<file path="config.mk">
export PLATFORM = sky130hd
export DESIGN_NAME = shift_frame_controller_flat
export DESIGN_NICKNAME = d
export VERILOG_FILES = /design/src/rtl/sfc_pkg.sv /design/src/rtl/shift_frame_controller_if.sv /design/src/rtl/sfc_bit_timer.sv /design/src/rtl/shift_frame_controller.sv /design/src/flat_wrapper.sv
export SDC_FILE = /design/constraint.sdc
export NUM_CORES = 1
export LEC_CHECK = 0
export ABC_AREA = 1
export BUFFER_PORTS_ARGS = -buffer_cell sky130_fd_sc_hd__buf_2
export CAP_MARGIN = 15
export CORE_ASPECT_RATIO = 0.9
export CORE_MARGIN = 4
export CORE_UTILIZATION = 45
export CTS_CLUSTER_SIZE = 14
export DETAILED_ROUTE_END_ITERATION = 10
export PLACE_DENSITY = 0.71
export SYNTH_ARGS = -nofsm -noshare
export SYNTH_HDL_FRONTEND = slang
export SYNTH_SLANG_ARGS = --single-unit
</file>
<file path="constraint.sdc">
create_clock -name clk_i -period 1.3 [get_ports clk_i]
set_input_delay 0.065 -clock clk_i [delete_from_list [all_inputs] [get_ports clk_i]]
set_output_delay 0.065 -clock clk_i [all_outputs]
set_load 0.1 [all_outputs]
</file>
<file path="src/rtl/sfc_pkg.sv">
// Shared types and constants for the shift-register frame controller.
package sfc_pkg;

  typedef enum logic [2:0] {
    ST_IDLE    = 3'd0,
    ST_CLEAR   = 3'd1,
    ST_SHIFT   = 3'd2,
    ST_CAPTURE = 3'd3,
    ST_HOLD    = 3'd4
  } state_e;

  localparam int unsigned FRAME_CNT_W = 16;

endpackage

</file>
<file path="src/rtl/shift_frame_controller_if.sv">
// Frame-start/serial strobe inputs and the downstream valid/ready word channel.
interface shift_frame_controller_if #(
  parameter int unsigned WIDTH = 8
) ();

  logic             frame_start;
  logic             serial_in;
  logic             serial_valid;
  logic [WIDTH-1:0] word_out;
  logic             word_valid;
  logic             word_ready;

  // Environment side: front end plus word consumer.
  modport master (
    output frame_start,
    output serial_in,
    output serial_valid,
    output word_ready,
    input  word_out,
    input  word_valid
  );

  // Controller side.
  modport slave (
    input  frame_start,
    input  serial_in,
    input  serial_valid,
    input  word_ready,
    output word_out,
    output word_valid
  );

endinterface

</file>
<file path="src/rtl/sfc_bit_timer.sv">
// Counts accepted bits of a frame and idle cycles between strobes; both counters saturate.
module sfc_bit_timer #(
  parameter int unsigned WIDTH   = 8,
  parameter int unsigned TIMEOUT = 64
) (
  input  logic clk_i,
  input  logic reset_i,
  input  logic clear_i,
  input  logic run_i,
  input  logic strobe_i,
  output logic done_o,
  output logic timeout_o
);

  localparam int unsigned BitCntW  = $clog2(WIDTH + 1);
  localparam int unsigned IdleCntW = $clog2(TIMEOUT + 1);

  localparam logic [BitCntW-1:0]  BitLast  = BitCntW'(WIDTH - 1);
  localparam logic [BitCntW-1:0]  BitMax   = BitCntW'(WIDTH);
  localparam logic [IdleCntW-1:0] IdleLast = IdleCntW'(TIMEOUT - 1);
  localparam logic [IdleCntW-1:0] IdleMax  = IdleCntW'(TIMEOUT);

  logic [BitCntW-1:0]  bit_cnt_q, bit_cnt_d;
  logic [IdleCntW-1:0] idle_cnt_q, idle_cnt_d;

  always_comb begin
    bit_cnt_d  = bit_cnt_q;
    idle_cnt_d = idle_cnt_q;
    if (clear_i) begin
      bit_cnt_d  = '0;
      idle_cnt_d = '0;
    end else if (run_i) begin
      if (strobe_i) begin
        bit_cnt_d  = (bit_cnt_q == BitMax) ? BitMax : bit_cnt_q + BitCntW'(1);
        idle_cnt_d = '0;
      end else begin
        idle_cnt_d = (idle_cnt_q == IdleMax) ? IdleMax : idle_cnt_q + IdleCntW'(1);
      end
    end
  end

  always_ff @(posedge clk_i) begin
    if (reset_i) begin
      bit_cnt_q  <= '0;
      idle_cnt_q <= '0;
    end else begin
      bit_cnt_q  <= bit_cnt_d;
      idle_cnt_q <= idle_cnt_d;
    end
  end

  assign done_o    = run_i && strobe_i && (bit_cnt_q == BitLast);
  // A silent cycle with the counter at its last value ends the frame.
  assign timeout_o = run_i && !strobe_i && (idle_cnt_q >= IdleLast);

endmodule

</file>
<file path="src/rtl/shift_frame_controller.sv">
// Sequences an external shift register through clear/shift/capture and hands the word
// downstream on valid/ready, reporting overrun and bit-timeout conditions.
module shift_frame_controller
  import sfc_pkg::*;
#(
  parameter int unsigned WIDTH   = 8,
  parameter int unsigned TIMEOUT = 64
) (
  input  logic                   clk_i,
  input  logic                   reset_i,
  shift_frame_controller_if.slave bus,
  output logic                   sr_reset_n_o,
  output logic                   sr_shift_enable_o,
  output logic                   sr_data_o,
  input  logic [WIDTH-1:0]       sr_stored_data_i,
  output logic                   busy_o,
  output logic                   overrun_o,
  output logic                   timeout_err_o,
  output logic [FRAME_CNT_W-1:0] frame_count_o
);

  state_e                 state_q;
  logic [WIDTH-1:0]       word_q;
  logic                   word_valid_q;
  logic                   overrun_q;
  logic                   timeout_err_q;
  logic [FRAME_CNT_W-1:0] frame_cnt_q;

  logic bits_done;
  logic bit_timeout;
  logic handshake;

  sfc_bit_timer #(
    .WIDTH  (WIDTH),
    .TIMEOUT(TIMEOUT)
  ) u_bit_timer (
    .clk_i    (clk_i),
    .reset_i  (reset_i),
    .clear_i  (state_q == ST_CLEAR),
    .run_i    (state_q == ST_SHIFT),
    .strobe_i (bus.serial_valid),
    .done_o   (bits_done),
    .timeout_o(bit_timeout)
  );

  assign handshake = word_valid_q && bus.word_ready;

  always_ff @(posedge clk_i) begin
    if (reset_i) begin
      state_q       <= ST_IDLE;
      word_q        <= '0;
      word_valid_q  <= 1'b0;
      overrun_q     <= 1'b0;
      timeout_err_q <= 1'b0;
      frame_cnt_q   <= '0;
    end else begin
      timeout_err_q <= 1'b0;
      case (state_q)
        ST_IDLE: begin
          if (bus.frame_start) state_q <= ST_CLEAR;
        end
        ST_CLEAR: begin
          state_q <= ST_SHIFT;
        end
        ST_SHIFT: begin
          // A restart wins over both the final bit and the timeout.
          if (bus.frame_start) begin
            state_q <= ST_CLEAR;
          end else if (bits_done) begin
            state_q <= ST_CAPTURE;
          end else if (bit_timeout) begin
            state_q       <= ST_IDLE;
            timeout_err_q <= 1'b1;
          end
        end
        ST_CAPTURE: begin
          word_q       <= sr_stored_data_i;
          word_valid_q <= 1'b1;
          state_q      <= ST_HOLD;
        end
        ST_HOLD: begin
          if (handshake) begin
            word_valid_q <= 1'b0;
            frame_cnt_q  <= frame_cnt_q + FRAME_CNT_W'(1);
            state_q      <= bus.frame_start ? ST_CLEAR : ST_IDLE;
          end else if (bus.frame_start) begin
            overrun_q <= 1'b1;
          end
        end
        default: begin
          state_q <= ST_IDLE;
        end
      endcase
    end
  end

  // The shift register is cleared alongside this block and on every frame start.
  assign sr_reset_n_o      = !(reset_i || (state_q == ST_CLEAR));
  assign sr_shift_enable_o = (state_q == ST_SHIFT) && bus.serial_valid;
  assign sr_data_o         = bus.serial_in;

  assign bus.word_out   = word_q;
  assign bus.word_valid = word_valid_q;
  assign busy_o         = (state_q != ST_IDLE);
  assign overrun_o      = overrun_q;
  assign timeout_err_o  = timeout_err_q;
  assign frame_count_o  = frame_cnt_q;

  a_valid_iff_hold : assert property (@(posedge clk_i) disable iff (reset_i)
    word_valid_q == (state_q == ST_HOLD));

  a_word_stable : assert property (@(posedge clk_i) disable iff (reset_i)
    (state_q == ST_HOLD) && !handshake |=> $stable(word_q));

  a_shift_only_in_shift : assert property (@(posedge clk_i)
    sr_shift_enable_o |-> (state_q == ST_SHIFT));

endmodule
</file>
<file path="src/flat_wrapper.sv">
// flat-port wrapper written by rule: the top's interface ports become plain ports
module shift_frame_controller_flat import sfc_pkg::*;
#(
  parameter int unsigned WIDTH   = 8,
  parameter int unsigned TIMEOUT = 64
)
  (clk_i, reset_i, sr_reset_n_o, sr_shift_enable_o, sr_data_o, sr_stored_data_i, busy_o, overrun_o, timeout_err_o, frame_count_o, bus_frame_start, bus_serial_in, bus_serial_valid, bus_word_ready, bus_word_out, bus_word_valid);
  shift_frame_controller_if #(.WIDTH(WIDTH)) bus_i ();
  input  logic clk_i;
  input  logic reset_i;
  output logic sr_reset_n_o;
  output logic sr_shift_enable_o;
  output logic sr_data_o;
  input  logic [WIDTH-1:0] sr_stored_data_i;
  output logic busy_o;
  output logic overrun_o;
  output logic timeout_err_o;
  output logic [FRAME_CNT_W-1:0] frame_count_o;
  input wire logic [$bits(bus_i.frame_start)-1:0] bus_frame_start;
  input wire logic [$bits(bus_i.serial_in)-1:0] bus_serial_in;
  input wire logic [$bits(bus_i.serial_valid)-1:0] bus_serial_valid;
  input wire logic [$bits(bus_i.word_ready)-1:0] bus_word_ready;
  output wire logic [$bits(bus_i.word_out)-1:0] bus_word_out;
  output wire logic [$bits(bus_i.word_valid)-1:0] bus_word_valid;
  assign bus_i.frame_start = bus_frame_start;
  assign bus_i.serial_in = bus_serial_in;
  assign bus_i.serial_valid = bus_serial_valid;
  assign bus_i.word_ready = bus_word_ready;
  assign bus_word_out = bus_i.word_out;
  assign bus_word_valid = bus_i.word_valid;
  shift_frame_controller #(.WIDTH(WIDTH), .TIMEOUT(TIMEOUT)) u_core (.clk_i(clk_i), .reset_i(reset_i), .bus(bus_i), .sr_reset_n_o(sr_reset_n_o), .sr_shift_enable_o(sr_shift_enable_o), .sr_data_o(sr_data_o), .sr_stored_data_i(sr_stored_data_i), .busy_o(busy_o), .overrun_o(overrun_o), .timeout_err_o(timeout_err_o), .frame_count_o(frame_count_o));
endmodule
</file>
# Word level (Yosys, flattened, before mapping)
# Cells that the tools add are included.
# op_classes
n_eq_ne	10
muxes	13
bitwise_logic	2
order_cmp	1
add_sub_neg	3
n_reduce_logical	18
# op_table
op	n
$add A16 B1 Y16 const B	1
$mux W3	5
$pmux W3 S5	1
$mux W7	2
$add A7 B1 Y7 const B	1
$eq A7 B7 Y1 const B	1
$ge A7 B6 Y1 const B	1
$eq A3 B2 Y1 const B	2
$reduce_and A2 Y1	3
$reduce_and A3 Y1	2
$logic_and A1 B1 Y1	5
$add A4 B1 Y4 const B	1
$eq A4 B3 Y1 const B	1
$eq A4 B4 Y1 const B	1
$mux W4	1
$ne A4 B2 Y1 const B	1
$reduce_or A4 Y1	1
$eq A3 B1 Y1 const B	1
$eq A3 B3 Y1 const B	1
$logic_not A3 Y1	1
$mux W1	3
$reduce_bool A3 Y1	1
$logic_not A1 Y1	2
$ne A2 B1 Y1 const B	1
other kinds (6)	7
# totals
out_inout_bits	31
wordCells	55
reg_bits	41

# Depth between registers and ports, before layout
# depth
depth_word	7
mapped_depth	9

# Hierarchy
# A second synthesis with hierarchy kept.
# hier_totals
cells_unflattened	298
area_unflattened_um2	2084.5
# modules_own_cells
mod	n_inst	area_per_inst_um2	cells_per_inst	seq_area_each_um2
shift_frame_controller	1	1452.6	207	600.6
sfc_bit_timer	1	631.9	91	220.2

# Least setup slack after synthesis
# Ideal clock, no wire load.
# synth_timing
path_kind	reg-to-reg
start	register u_core.word_valid_q, in the netlist u_core.bus.word_valid
end	register u_core.frame_cnt_q[9], in the netlist u_core.frame_count_o[9]
slack_ns	-0.720
required_ns	1.183
t_arrival_ns	1.903
path_buffers	0
period_less_slack_ns	2.020
path_stages_with_launch	8
path_cell_list	dfxtp_1 > nand2_1 > inv_1 > nand3_4 > nor2_8 > nand3_4 > o21ai_0 > nor2_1
# synth_via
elab_chain_cells	2
# synth_lines
item	line_no	source
from (decl)	shift_frame_controller.sv:24	logic word_valid_q;
from (signal assigned)	shift_frame_controller.sv:52	word_valid_q <= 1'b0;
from (signal assigned)	shift_frame_controller.sv:78	word_valid_q <= 1'b1;
from (signal assigned)	shift_frame_controller.sv:83	word_valid_q <= 1'b0;
$logic_and A1 B1 Y1	shift_frame_controller.sv:46	assign handshake = word_valid_q && bus.word_ready;
$reduce_and A2 Y1 (no line)	-	
to (signal assigned)	shift_frame_controller.sv:84	frame_cnt_q <= frame_cnt_q + FRAME_CNT_W'(1);
to (decl)	shift_frame_controller.sv:27	logic [FRAME_CNT_W-1:0] frame_cnt_q;
# No other way between the ends.
# A chain may end at the register's enable or synchronous reset.

# Worst setup path after layout
# layout_timing
start	register u_core.state_q[2]
end	output port sr_shift_enable_o
# layout_via
elab_chain_cells	2
# layout_lines
item	line_no	source
from (decl)	shift_frame_controller.sv:22	state_e state_q;
from (signal assigned)	shift_frame_controller.sv:85	state_q <= bus.frame_start ? ST_CLEAR : ST_IDLE;
$eq A3 B2 Y1	shift_frame_controller.sv:99	assign sr_shift_enable_o = (state_q == ST_SHIFT) && bus.serial_valid;
$logic_and A1 B1 Y1	shift_frame_controller.sv:99	
to (decl)	flat_wrapper.sv:12	output logic sr_shift_enable_o;
# No other way between the ends.

==> tab_implementation.tex <==
\begin{tabular}{lr}
\hline
Metric & Value \\
\hline
\multicolumn{2}{l}{\textbf{Run status}} \\
\quad Status & finished, violations left \\
\quad Violations in the final reports & setup timing \\
\multicolumn{2}{l}{\textbf{Synthesis}} \\
\quad Mean post-synth cell area & 7.10 sq um \\
\quad Async set-reset flop share out of synthesis & 0\% \\
\quad Primary flip-flop cell chosen by synthesis mapping & dfxtp\_1 \\
\quad Cell area after synthesis & 2030 sq um \\
\quad Number of synthesized register bits & 41 \\
\quad Count of unique library cells instantiated by Yosys & 28 \\
\quad Post-Syn Instances & 286 \\
\quad Sequential-to-total area share from yosys stat & 40.4\% \\
\quad Yosys warnings & 0 \\
\quad Net count after synthesis & 305 \\
\quad Count of flip-flops with a built-in enable after synthesis & 0 \\
\multicolumn{2}{l}{\textbf{Placed design}} \\
\quad Buffers on Ports & 42 \\
\quad HPWL after DPL & 3.49 mm \\
\quad Routability Congestion & 0.861 \\
\quad Minimum setup slack after placement & 16.7 ps \\
\multicolumn{2}{l}{\textbf{Clock network}} \\
\quad Clock-pin slew reported for the worst setup and hold paths after clock tree synthesis & 80 ps \\
\quad CTS buffer count & 5 \\
\quad TritonCTS clock tree & built \\
\quad CTS root buf & clkbuf\_8 \\
\quad Skew-Pair Late Insertion Delay & 300 ps \\
\quad Maximum level of the CTS H-tree & 2 \\
\quad Number of buffers on the longest clock path & 2 \\
\quad Clock sink count & 41 \\
\multicolumn{2}{l}{\textbf{Worst setup path}} \\
\quad Crit path largest cell delay & 370 ps \\
\quad Capture instance of the worst register-to-register path & u\_core.u\_bit\_timer.bit\_cnt\_q[2] \\
\quad CP Launch Point & u\_core.state\_q[2] \\
\quad Worst Reg-to-Reg Cells & 6 \\
\quad Critical path type & flop to output port \\
\quad Worst setup endpoint & sr\_shift\_enable\_o \\
\quad Critical path data required time & 1240 ps \\
\quad Worst EP arrival & 1270 ps \\
\quad Sequence of cells on the critical path & nor2\_4 > nand3\_4 > buf\_6 > clkinvlp\_4 > buf\_12 \\
\quad Register-to-register setup slack & 10 ps \\
\quad Cell depth of the worst setup path & 5 \\
\quad CP delay by family, top & buffers and inverters \\
\quad Crit. End Element & output port \\
\quad Source of the worst register-to-register timing path & u\_core.state\_q[2] \\
\quad Nature of the critical path startpoint & flop \\
\quad Worst Path Buf+Inv & 3 \\
\quad Maximum fanout encountered on the critical timing path & 3 \\
\quad Critical path's slowest cell & dfxtp\_4 \\
\multicolumn{2}{l}{\textbf{Finish}} \\
\quad Multi-input gate area in the final layout & 1180 sq um \\
\quad Filler cell count in the final layout & 357 \\
\quad Diodes inserted & 0 \\
\quad Final standard cell utilization of the core & 68.4\% \\
\quad Fraction of layout cells with a size suffix above 1 & 40.4\% \\
\quad Commonest non-fill, non-tap cell in the layout & nand2\_1 \\
\quad Area used by sequential logic in the layout & 893 sq um \\
\quad NumNets Final & 372 \\
\quad Most used cells in the layout excluding fill and tap cells & 48 x nand2\_1, 39 x buf\_2, 38 x nor2\_1, 36 x inv\_1, 23 x buf\_4 \\
\quad Area growth, synth to finish & 41.9\% \\
\multicolumn{2}{l}{\textbf{STA}} \\
\quad Count of final max-slew check failures & 0 \\
\quad Maximum operating frequency & 747 MHz \\
\quad Final min period & 1340 ps \\
\quad Worst clock skew & 7.35 ps \\
\quad Fin crit share & 103\% \\
\quad Hold Violations, Final & 0 \\
\quad Worst Tran Pin Value & 493 ps \\
\quad Worst Setup Slack, final & -38.6 ps \\
\quad Setup violation total in the final timing report & 1 \\
\quad Worst slew slack as a fraction of its limit & 67.4\% \\
\quad Setup repair after global routing missed its margin & yes \\
\multicolumn{2}{l}{\textbf{Routing}} \\
\quad Number of design-rule violations left by the first detailed-router iteration & 80 \\
\quad Routed len/inst & 11.8 um \\
\quad Avg Vias per Cell & 4.83 \\
\quad Antenna-violating nets left & 0 \\
\quad Detailed Route WL & 4.91 mm \\
\quad Number of vias in the routed layout & 2001 \\
\quad Number of design rule violations left after detail routing & 0 \\
\quad First drt pass iteration count & 4 \\
\multicolumn{2}{l}{\textbf{Power}} \\
\quad Leakage & 1.21 nW \\
\quad PwrDens & 1150 nW/um\^{}2 \\
\quad VDD IR max & 1.24 mV \\
\multicolumn{2}{l}{\textbf{Floorplan}} \\
\quad Std-Cell Core Area & 4210 sq um \\
\quad Starting density of the core & 48.2\% \\
\quad Number of primary I/O pins & 45 \\
\quad Row count & 22 \\
\quad Horizontal extent of the die & 78.8 um \\
\quad Overall die height & 71.7 um \\
\quad Area of the die & 5650 sq um \\
\multicolumn{2}{l}{\textbf{Global routing}} \\
\quad Most heavily used metal layer in global routing & met2 \\
\quad Remaining Overflow, GRT & 0 \\
\quad Maximum number of pins on one net before global-route repair & 20 \\
\quad Met3 Use GR & 4.02\% \\
\quad Vias in the first global route & 1855 \\
\quad Total global routing track utilization & 17.2\% \\
\quad Number of antenna violations at the first check in global routing & 0 \\
\quad Met2 track demand over resource & 29.1\% \\
\quad First-pass GRT wire length & 8.00 mm \\
\quad Global routing usage on met1 & 21.8\% \\
\multicolumn{2}{l}{\textbf{Min path}} \\
\quad Path class of the lowest-slack min-delay path & primary input to flop \\
\multicolumn{2}{l}{\textbf{Run}} \\
\quad Max\_cap viols & 0 \\
\hline
\end{tabular}
## cell families after synthesis
family                   share of synthesized area [%]
XOR/XNOR                                         0.432
adder cells (fa/ha/maj)                           3.08
AND/OR/NAND/NOR                                   33.2
AO/OA/AOI/OAI                                     13.7
buffers and inverters                             9.19
flip-flops                                        40.4
## worst min path at each step
| stage | start | endpoint | cells past startpoint |
|---|---|---|---|
| 6_report | sr_stored_data_i[1] | u_core.bus.word_out[1] | 3 |
| 5_1_grt | sr_stored_data_i[2] | u_core.bus.word_out[2] | 3 |
| 4_1_cts | sr_stored_data_i[2] | u_core.bus.word_out[2] | 3 |
| 3_5_place_dp | bus_serial_in | sr_data_o | 0 |
| 3_3_place_gp | bus_serial_in | sr_data_o | 0 |
| 2_1_floorplan | reset_i | u_core.timeout_err_o | 1 |
## registers in the layout, summed over array words and instances, names as in the netlist
register                       cells
u_core.bus.word_out                8
u_core.bus.word_valid              1
u_core.u_bit_timer.idle_cnt_q      7
u_core.state_q                     3
u_core.frame_count_o              16
u_core.u_bit_timer.bit_cnt_q       4
u_core.overrun_o                   1
u_core.timeout_err_o               1
## metrics by stage
step	instance area (sq um)	hold slack [ps]	TNS [ps]	instances	power, mW
after floorplan	2190	142	-1120	286	1.88
after global placement	2550	131	0	392	2.07
after detailed placement	2550	131	0	392	2.08
after CTS	2780	13.5	-32.5	410	3.29
after global routing	2880	37.9	-663	414	3.43
final	2880	16.0	-38.6	414	3.30
## tightest hold or removal path: stages
cell     delay (ps)
buf_2            70
o21ai_0          70
nor2_1           70
## where the power goes
| part | total, mW | internal, mW | switching [mW] |
|---|---|---|---|
| clock | 1.14 | 0.685 | 0.453 |
| combinational | 0.839 | 0.287 | 0.552 |
| sequential | 1.32 | 1.27 | 0.0503 |
## cells in the mapped netlist, types with 2 or more instances
library cell	number	area, sq um
nand2_2	2	12.5
a211oi_1	2	15.0
nor2_1	44	165
buf_4	2	15.0
nor2_4	5	56.3
o21ai_0	21	105
ha_1	5	62.6
clkbuf_1	2	7.51
buf_2	2	10.0
nand3_4	2	35.0
a21oi_1	22	110
inv_1	41	154
nor3_1	4	20.0
nand3_1	16	80.1
nand4_1	7	43.8
dfxtp_1	41	821
nand2_1	57	214
## layout make-up
type | count | share of cell area, %
multi-input cells | 198 | 41.0
flip-flops and latches | 41 | 31.0
repair buffers | 66 | 15.2
well taps | 60 | 2.61
clock buffers | 6 | 3.26
inverters | 41 | 5.69
clock inverters | 2 | 1.22
## layer usage
metal,wire length [um],vias to the layer above
met5,0,-
met4,78,0
met3,230,9
met2,2320,42
met1,2280,891
li1,-,1059
## what timing repair did
| action | CTS | global route |
|---|---|---|
| cloned | 0 | 0 |
| buffers inserted | 10 | 4 |
| setup endpoints to repair | 5 | 24 |
| hold buffers | 0 | 0 |
| resized for setup | 4 | 23 |
| hold endpoints to repair | 0 | 0 |
| pin swaps | 5 | 7 |
Power figures use the tool's default switching activity.
